===== src/rtl/fc_mac_array.sv =====
// fc_mac_array: multi-lane fully-connected MAC engine.
// One activation per beat is broadcast to NUM_LANES signed MAC lanes, each with
// its own weight. At the end of a vector each lane adds its bias, applies a
// round-half-up arithmetic shift, then optional ReLU and output saturation.
// The result is held on a valid/ready port until the consumer accepts it.
module fc_mac_array #(
  parameter int NUM_LANES = 4,
  parameter int IN_W      = 8,
  parameter int ACC_W     = 32,
  parameter int BIAS_W    = 32,
  parameter int OUT_W     = 8,
  parameter int SHIFT_W   = 5
) (
  input  logic                           clk_i,
  input  logic                           rst_i,
  input  logic                           in_valid_i,
  output logic                           in_ready_o,
  input  logic                           in_last_i,
  input  logic [IN_W-1:0]                pixel_i,
  input  logic [NUM_LANES*IN_W-1:0]      weight_i,
  input  logic [NUM_LANES*BIAS_W-1:0]    bias_i,
  input  logic [SHIFT_W-1:0]             shift_i,
  input  logic                           relu_en_i,
  output logic                           out_valid_o,
  input  logic                           out_ready_i,
  output logic [NUM_LANES*OUT_W-1:0]     out_data_o,
  output logic [NUM_LANES*ACC_W-1:0]     out_acc_o,
  output logic [NUM_LANES-1:0]           ovf_o
);

  // Two guard bits: one for acc+bias, one for the rounding increment.
  localparam int SW = ACC_W + 2;

  typedef enum logic [1:0] {
    ST_ACC,
    ST_POST,
    ST_OUT
  } state_t;

  state_t                      state;
  logic signed [ACC_W-1:0]     acc_q    [NUM_LANES];
  logic signed [ACC_W-1:0]     acc_next [NUM_LANES];
  logic [NUM_LANES-1:0]        ovf_hit;
  logic [NUM_LANES*BIAS_W-1:0] bias_q;
  logic [SHIFT_W-1:0]          shift_q;
  logic                        relu_q;
  logic [NUM_LANES*OUT_W-1:0]  post_res;

  // Handshake flags are pure decodes of the state register, so neither
  // depends combinationally on the opposite side's valid/ready.
  assign in_ready_o  = (state == ST_ACC);
  assign out_valid_o = (state == ST_OUT);

  for (genvar k = 0; k < NUM_LANES; k++) begin : g_lane
    logic signed [IN_W-1:0]   w;
    logic signed [2*IN_W-1:0] prod;
    logic [ACC_W:0]           sum;
    logic                     lane_ovf;
    logic [BIAS_W-1:0]        b;
    logic [SW-1:0]            s_bias;
    logic [SW-1:0]            rnd;
    logic [SW-1:0]            s_rnd;
    logic [SW-1:0]            s_shift;
    logic [SW-1:0]            s_relu;
    logic [SW-OUT_W:0]        upper;

    assign w        = weight_i[k*IN_W +: IN_W];
    assign prod     = (2*IN_W)'($signed(pixel_i)) * (2*IN_W)'(w);
    assign sum      = {acc_q[k][ACC_W-1], acc_q[k]}
                    + {{(ACC_W+1-2*IN_W){prod[2*IN_W-1]}}, prod};
    assign lane_ovf = sum[ACC_W] ^ sum[ACC_W-1];
    assign ovf_hit[k] = lane_ovf;
    assign acc_next[k] = lane_ovf
                       ? (sum[ACC_W] ? {1'b1, {(ACC_W-1){1'b0}}} : {1'b0, {(ACC_W-1){1'b1}}})
                       : sum[ACC_W-1:0];

    assign b       = bias_q[k*BIAS_W +: BIAS_W];
    assign s_bias  = {{2{acc_q[k][ACC_W-1]}}, acc_q[k]}
                   + {{(SW-BIAS_W){b[BIAS_W-1]}}, b};
    assign rnd     = (shift_q == '0) ? '0 : (SW'(1) << (shift_q - SHIFT_W'(1)));
    assign s_rnd   = s_bias + rnd;
    assign s_shift = $signed(s_rnd) >>> shift_q;
    assign s_relu  = (relu_q && s_shift[SW-1]) ? '0 : s_shift;
    // The value fits OUT_W when all bits above the output sign bit agree.
    assign upper   = s_relu[SW-1:OUT_W-1];
    assign post_res[k*OUT_W +: OUT_W] = ((&upper) || !(|upper))
                   ? s_relu[OUT_W-1:0]
                   : (s_relu[SW-1] ? {1'b1, {(OUT_W-1){1'b0}}} : {1'b0, {(OUT_W-1){1'b1}}});

    assign out_acc_o[k*ACC_W +: ACC_W] = acc_q[k];
  end

  // Control FSM plus accumulator, post-processing and output registers.
  always_ff @(posedge clk_i) begin
    if (rst_i) begin
      state <= ST_ACC;
      for (int k = 0; k < NUM_LANES; k++) acc_q[k] <= '0;
      ovf_o      <= '0;
      bias_q     <= '0;
      shift_q    <= '0;
      relu_q     <= 1'b0;
      out_data_o <= '0;
    end else begin
      case (state)
        ST_ACC: begin
          if (in_valid_i) begin
            for (int k = 0; k < NUM_LANES; k++) acc_q[k] <= acc_next[k];
            ovf_o <= ovf_o | ovf_hit;
            if (in_last_i) begin
              bias_q  <= bias_i;
              shift_q <= shift_i;
              relu_q  <= relu_en_i;
              state   <= ST_POST;
            end
          end
        end
        ST_POST: begin
          out_data_o <= post_res;
          state      <= ST_OUT;
        end
        ST_OUT: begin
          if (out_ready_i) begin
            for (int k = 0; k < NUM_LANES; k++) acc_q[k] <= '0;
            ovf_o <= '0;
            state <= ST_ACC;
          end
        end
        default: state <= ST_ACC;
      endcase
    end
  end

endmodule


===== config.mk =====
export PLATFORM = sky130hd
export DESIGN_NAME = fc_mac_array
export DESIGN_NICKNAME = d
export VERILOG_FILES = /design/src/rtl/fc_mac_array.sv
export SDC_FILE = /design/constraint.sdc
export NUM_CORES = 2
export LEC_CHECK = 0
export BUFFER_PORTS_ARGS = -buffer_cell sky130_fd_sc_hd__buf_2
export CAP_MARGIN = 20
export CORE_MARGIN = 3
export CORE_UTILIZATION = 60
export CTS_CLUSTER_DIAMETER = 80
export DETAILED_ROUTE_END_ITERATION = 10
export GPL_TIMING_DRIVEN = 0
export PLACE_DENSITY = 0.84
export REMOVE_ABC_BUFFERS = 1
export SLEW_MARGIN = 20
export SYNTH_ARGS = -nofsm -noshare
export SYNTH_HDL_FRONTEND = slang
export SYNTH_SLANG_ARGS = --single-unit

===== constraint.sdc =====
create_clock -name clk_i -period 9.87 [get_ports clk_i]
set_input_delay 0.4935 -clock clk_i [delete_from_list [all_inputs] [get_ports clk_i]]
set_output_delay 0.4935 -clock clk_i [all_outputs]
set_load 0.01 [all_outputs]

==> impl_metrics.py <==
metrics = {
    "power": {
        "power_leakage_nw": 30.0,
        "peakVddDrop_v": 0.000654,
        "p_seq_frac": 0.083,
        "p_int_mw": 11.5,
        "clockPowerShare": 0.063,
        "p_switching_mw": 13.8,
        "pwr-share-comb": 0.853,
        "p_total_mw": 25.4,
        "p_per_area_nw_per_um2": 403,
        "swShare": 0.546,
    },
    "sta": {
        "fin_crit_sh": 0.986,
        "finalSetupViolations": 0,
        "fmax_mhz": 103,
        "hold_viol": 0,
        "holdWs_ns": 0.0680,
        "timing.slew.headroom": 0.115,
        "tightest_slew_ns": 1.32,
        "drv_slew": 0,
        "fin_crit_ns": 9.74,
        "skew_ns": 0.0291,
        "setup_ws_ns": 0.134,
        "setup_tns_ns": 0,
    },
    "logic_synthesis": {
        "yosysSeqAreaShare": 0.115,
        "ys_warn_count": 0,
        "synth_flop_cell": "dfxtp_1",
        "synthDistinctLibCells": 109,
        "syn_inst": 7268,
        "async_reset_ff_frac": 0,
        "synth_enable_flop_cells": 64,
        "syn-cell-area_um2": 57900,
        "synth_area_per_cell_um2": 7.96,
        "synth_seq_cells": 300,
    },
    "global_routing": {
        "overflow": 0,
        "antenna_found_initial": 9,
        "grt_pass1_vias": 55700,
        "grt_pass1_wl_um": 310000,
        "use_met3": 0.102,
        "track_usage": 0.393,
        "met1_usage": 0.509,
        "grt-busiest-layer": "met2",
        "use_met2": 0.609,
        "grt_max_degree": 94,
    },
    "clocking": {
        "clk_latency_ns": 0.66,
        "clock-sinks": 300,
        "ctsHoldBuffers": 0,
        "cts_max_level": 2,
        "path_clk_slew_ns": 0.07,
        "cts-root-buf": "clkbuf_16",
        "tritoncts": "yes",
        "cts_buffer_depth": 3,
        "cts_made_buffers": 43,
    },
    "hold_path": {
        "hold_path_class": "in2reg",
    },
    "drt": {
        "drt-pass1-iter-count": 8,
        "ant_nets": 0,
        "initialDrtViolationCount": 5674,
        "post_drt_wl_per_cell_um": 23.1,
        "drc": 0,
        "drt_wl_total_um": 201000,
        "dr_total_vias": 56500,
        "via_per_inst": 6.50,
    },
    "worst_setup_path": {
        "critPathLaunchType": "flip-flop",
        "cp_slowest_cell": "nor2_2",
        "crit_buf_inv": 6,
        "end_kind": "flip-flop",
        "r2r_slack_ns": 0.13,
        "max_stage_delay_ns": 0.81,
        "critPathKind": "reg2reg",
        "cp.required_ns": 10.40,
        "worstPathMaxFanout": 75,
        "cp.arrival_ns": 10.26,
        "cp_top_family": "compound AO/OA/AOI/OAI gates",
    },
    "floorplan": {
        "die_y_um": 317,
        "die_w_um": 317,
        "dieArea_um2": 100000,
        "ioPinCount": 345,
        "core_um2": 95300,
        "rows": 113,
        "initial_core_util": 0.607,
    },
    "outcome": {
        "status": "finished, final reports clean",
    },
    "placement": {
        "port_buffers": 344,
        "hpwl_um": 156000,
        "place.gp.congestion": 1.01,
        "dpl_cell_area_um2": 61300,
        "dp_slack_ns": -1.93,
    },
    "flow_run": {
        "maxCapViolations": 0,
    },
    "layout": {
        "layout-drive-gt1-share": 0.0968,
        "finalInstanceArea_um2": 62900,
        "fillers": 8044,
        "fin_nets": 8683,
        "area_delta_synth_final_pct": 8.72,
    },
}
## timing repair
| action | in CTS | in global routing |
|---|---|---|
| gates resized for setup | 11 | 13 |
| pin swaps | 0 | 1 |
| buffers inserted | 3 | 3 |
| setup endpoints to repair | 28 | 29 |
| gates cloned | 1 | 0 |
## path summary, 6_finish.rpt
check,endpoint,startpoint,depth (start not counted)
hold / removal,bias_q[79]$_SDFFE_PP0P_,bias_i[79],3
setup / recovery,out_data_o[14]$_SDFFE_PP0N_,shift_q[1]$_SDFFE_PP0P_,28
setup reg to reg,out_data_o[14]$_SDFFE_PP0N_,shift_q[1]$_SDFFE_PP0P_,28
hold reg to reg,bias_q[87]$_SDFFE_PP0P_,bias_q[87]$_SDFFE_PP0P_,2
## cell usage after synthesis (19+ instances only)
cell type / instances / area share
fa_1: 568 / 0.20
nand4_1: 43 / 0.0046
nand2_1: 783 / 0.051
a21oi_1: 511 / 0.044
o22ai_1: 55 / 0.0059
o21ai_1: 21 / 0.0018
a221oi_1: 26 / 0.0039
o211ai_1: 80 / 0.010
clkbuf_1: 279 / 0.018
o31ai_1: 45 / 0.0058
a221o_1: 41 / 0.0071
ha_1: 550 / 0.12
xnor2_1: 208 / 0.031
mux2_2: 46 / 0.0089
buf_1: 49 / 0.0032
nor3_1: 138 / 0.012
a21o_1: 147 / 0.019
nor2_1: 564 / 0.037
a31oi_1: 59 / 0.0064
nor2b_1: 59 / 0.0064
o21ai_0: 264 / 0.023
a211o_1: 33 / 0.0050
inv_1: 888 / 0.058
a2111oi_0: 19 / 0.0029
mux2i_1: 104 / 0.018
xor2_1: 101 / 0.015
o21bai_1: 30 / 0.0039
and2_1: 174 / 0.019
mux4_2: 30 / 0.012
edfxtp_1: 64 / 0.033
dfxtp_1: 236 / 0.082
nand3_1: 112 / 0.0097
a211oi_1: 128 / 0.017
o21a_1: 72 / 0.0093
or3_1: 66 / 0.0071
and3_1: 72 / 0.0078
nand2b_1: 98 / 0.011
nor4_1: 29 / 0.0031
o2111ai_1: 42 / 0.0064
a22o_1: 20 / 0.0030
## power by group through the flow
stage | logic [mW] | clock network (mW) | registers [mW]
floorplan | 15.4 | 0 | 2.09
global placement | 19.2 | 0 | 2.16
detailed placement | 21.0 | 0 | 2.13
CTS | 21.3 | 1.62 | 2.11
global route | 24.2 | 1.66 | 2.13
finish | 21.6 | 1.61 | 2.11
## state kept, by name, summed over array words and instances (netlist names)
signal and cells:
ovf_o 4, acc_q 128, bias_q 128, relu_q 1, shift_q 5, out_data_o 32
state 2
## kinds of logic after synthesis
| group | synth area share |
|---|---|
| AO/OA/AOI/OAI | 0.223 |
| XOR/XNOR | 0.0470 |
| adder cells (fa/ha/maj) | 0.316 |
| buffers and inverters | 0.0799 |
| flip-flops | 0.115 |
| multiplexers | 0.0386 |
| AND/OR/NAND/NOR | 0.180 |
## metrics by stage
stage | utilization | instances
global placement | 0.629 | 8540
detailed placement | 0.643 | 8597
finish | 0.660 | 8692
floorplan | - | 6931
CTS | 0.659 | 8681
global route | 0.660 | 8686
## worst register-to-register path: cells and delay by family (launching register included)
family          cells  cell delay, ns
buf+inv             6            1.54
flops               1            0.50
fa+ha+maj           1            0.42
compound gates     11            3.79
simple gates       10            3.37
## cells in the final DEF (no fill, tap or decap), drive strengths merged, types with 56 or more instances in the layout
cell,netlist,final
nor2b,59,59
nand2b,98,98
a31oi,60,60
mux2i,104,104
buf,58,409
nand2,783,783
a21oi,514,514
or3,66,66
nand3,112,112
a211oi,129,129
xnor2,208,208
ha,550,550
dfxtp,236,236
o211ai,81,81
edfxtp,64,64
inv,889,891
o21a,72,72
fa,568,568
o21ai,287,287
and3,72,72
xor2,102,102
clkbuf,279,56
nor2,565,565
nor3,140,140
a21o,147,147
and2,177,177
## layer usage
metal,part of all wire,vias up
met3,0.10,597
met4,0.055,12
met1,0.40,27300
met2,0.44,2874
met5,0.00039,-
li1,-,25600
## cell type report
class / instances / area (um2) / share of cell area
inverters: 892 / 3380 / 0.0536
repair inverters: 1 / 5.00 / 0.0000795
clock inverters: 24 / 218 / 0.00346
well taps: 1265 / 1580 / 0.0252
multi-input cells: 5739 / 47000 / 0.747
flip-flops and latches: 300 / 6670 / 0.106
diodes: 6 / 15.0 / 0.000239
repair buffers: 409 / 2860 / 0.0455
clock buffers: 56 / 1210 / 0.0192
Power figures use the tool's default switching activity.
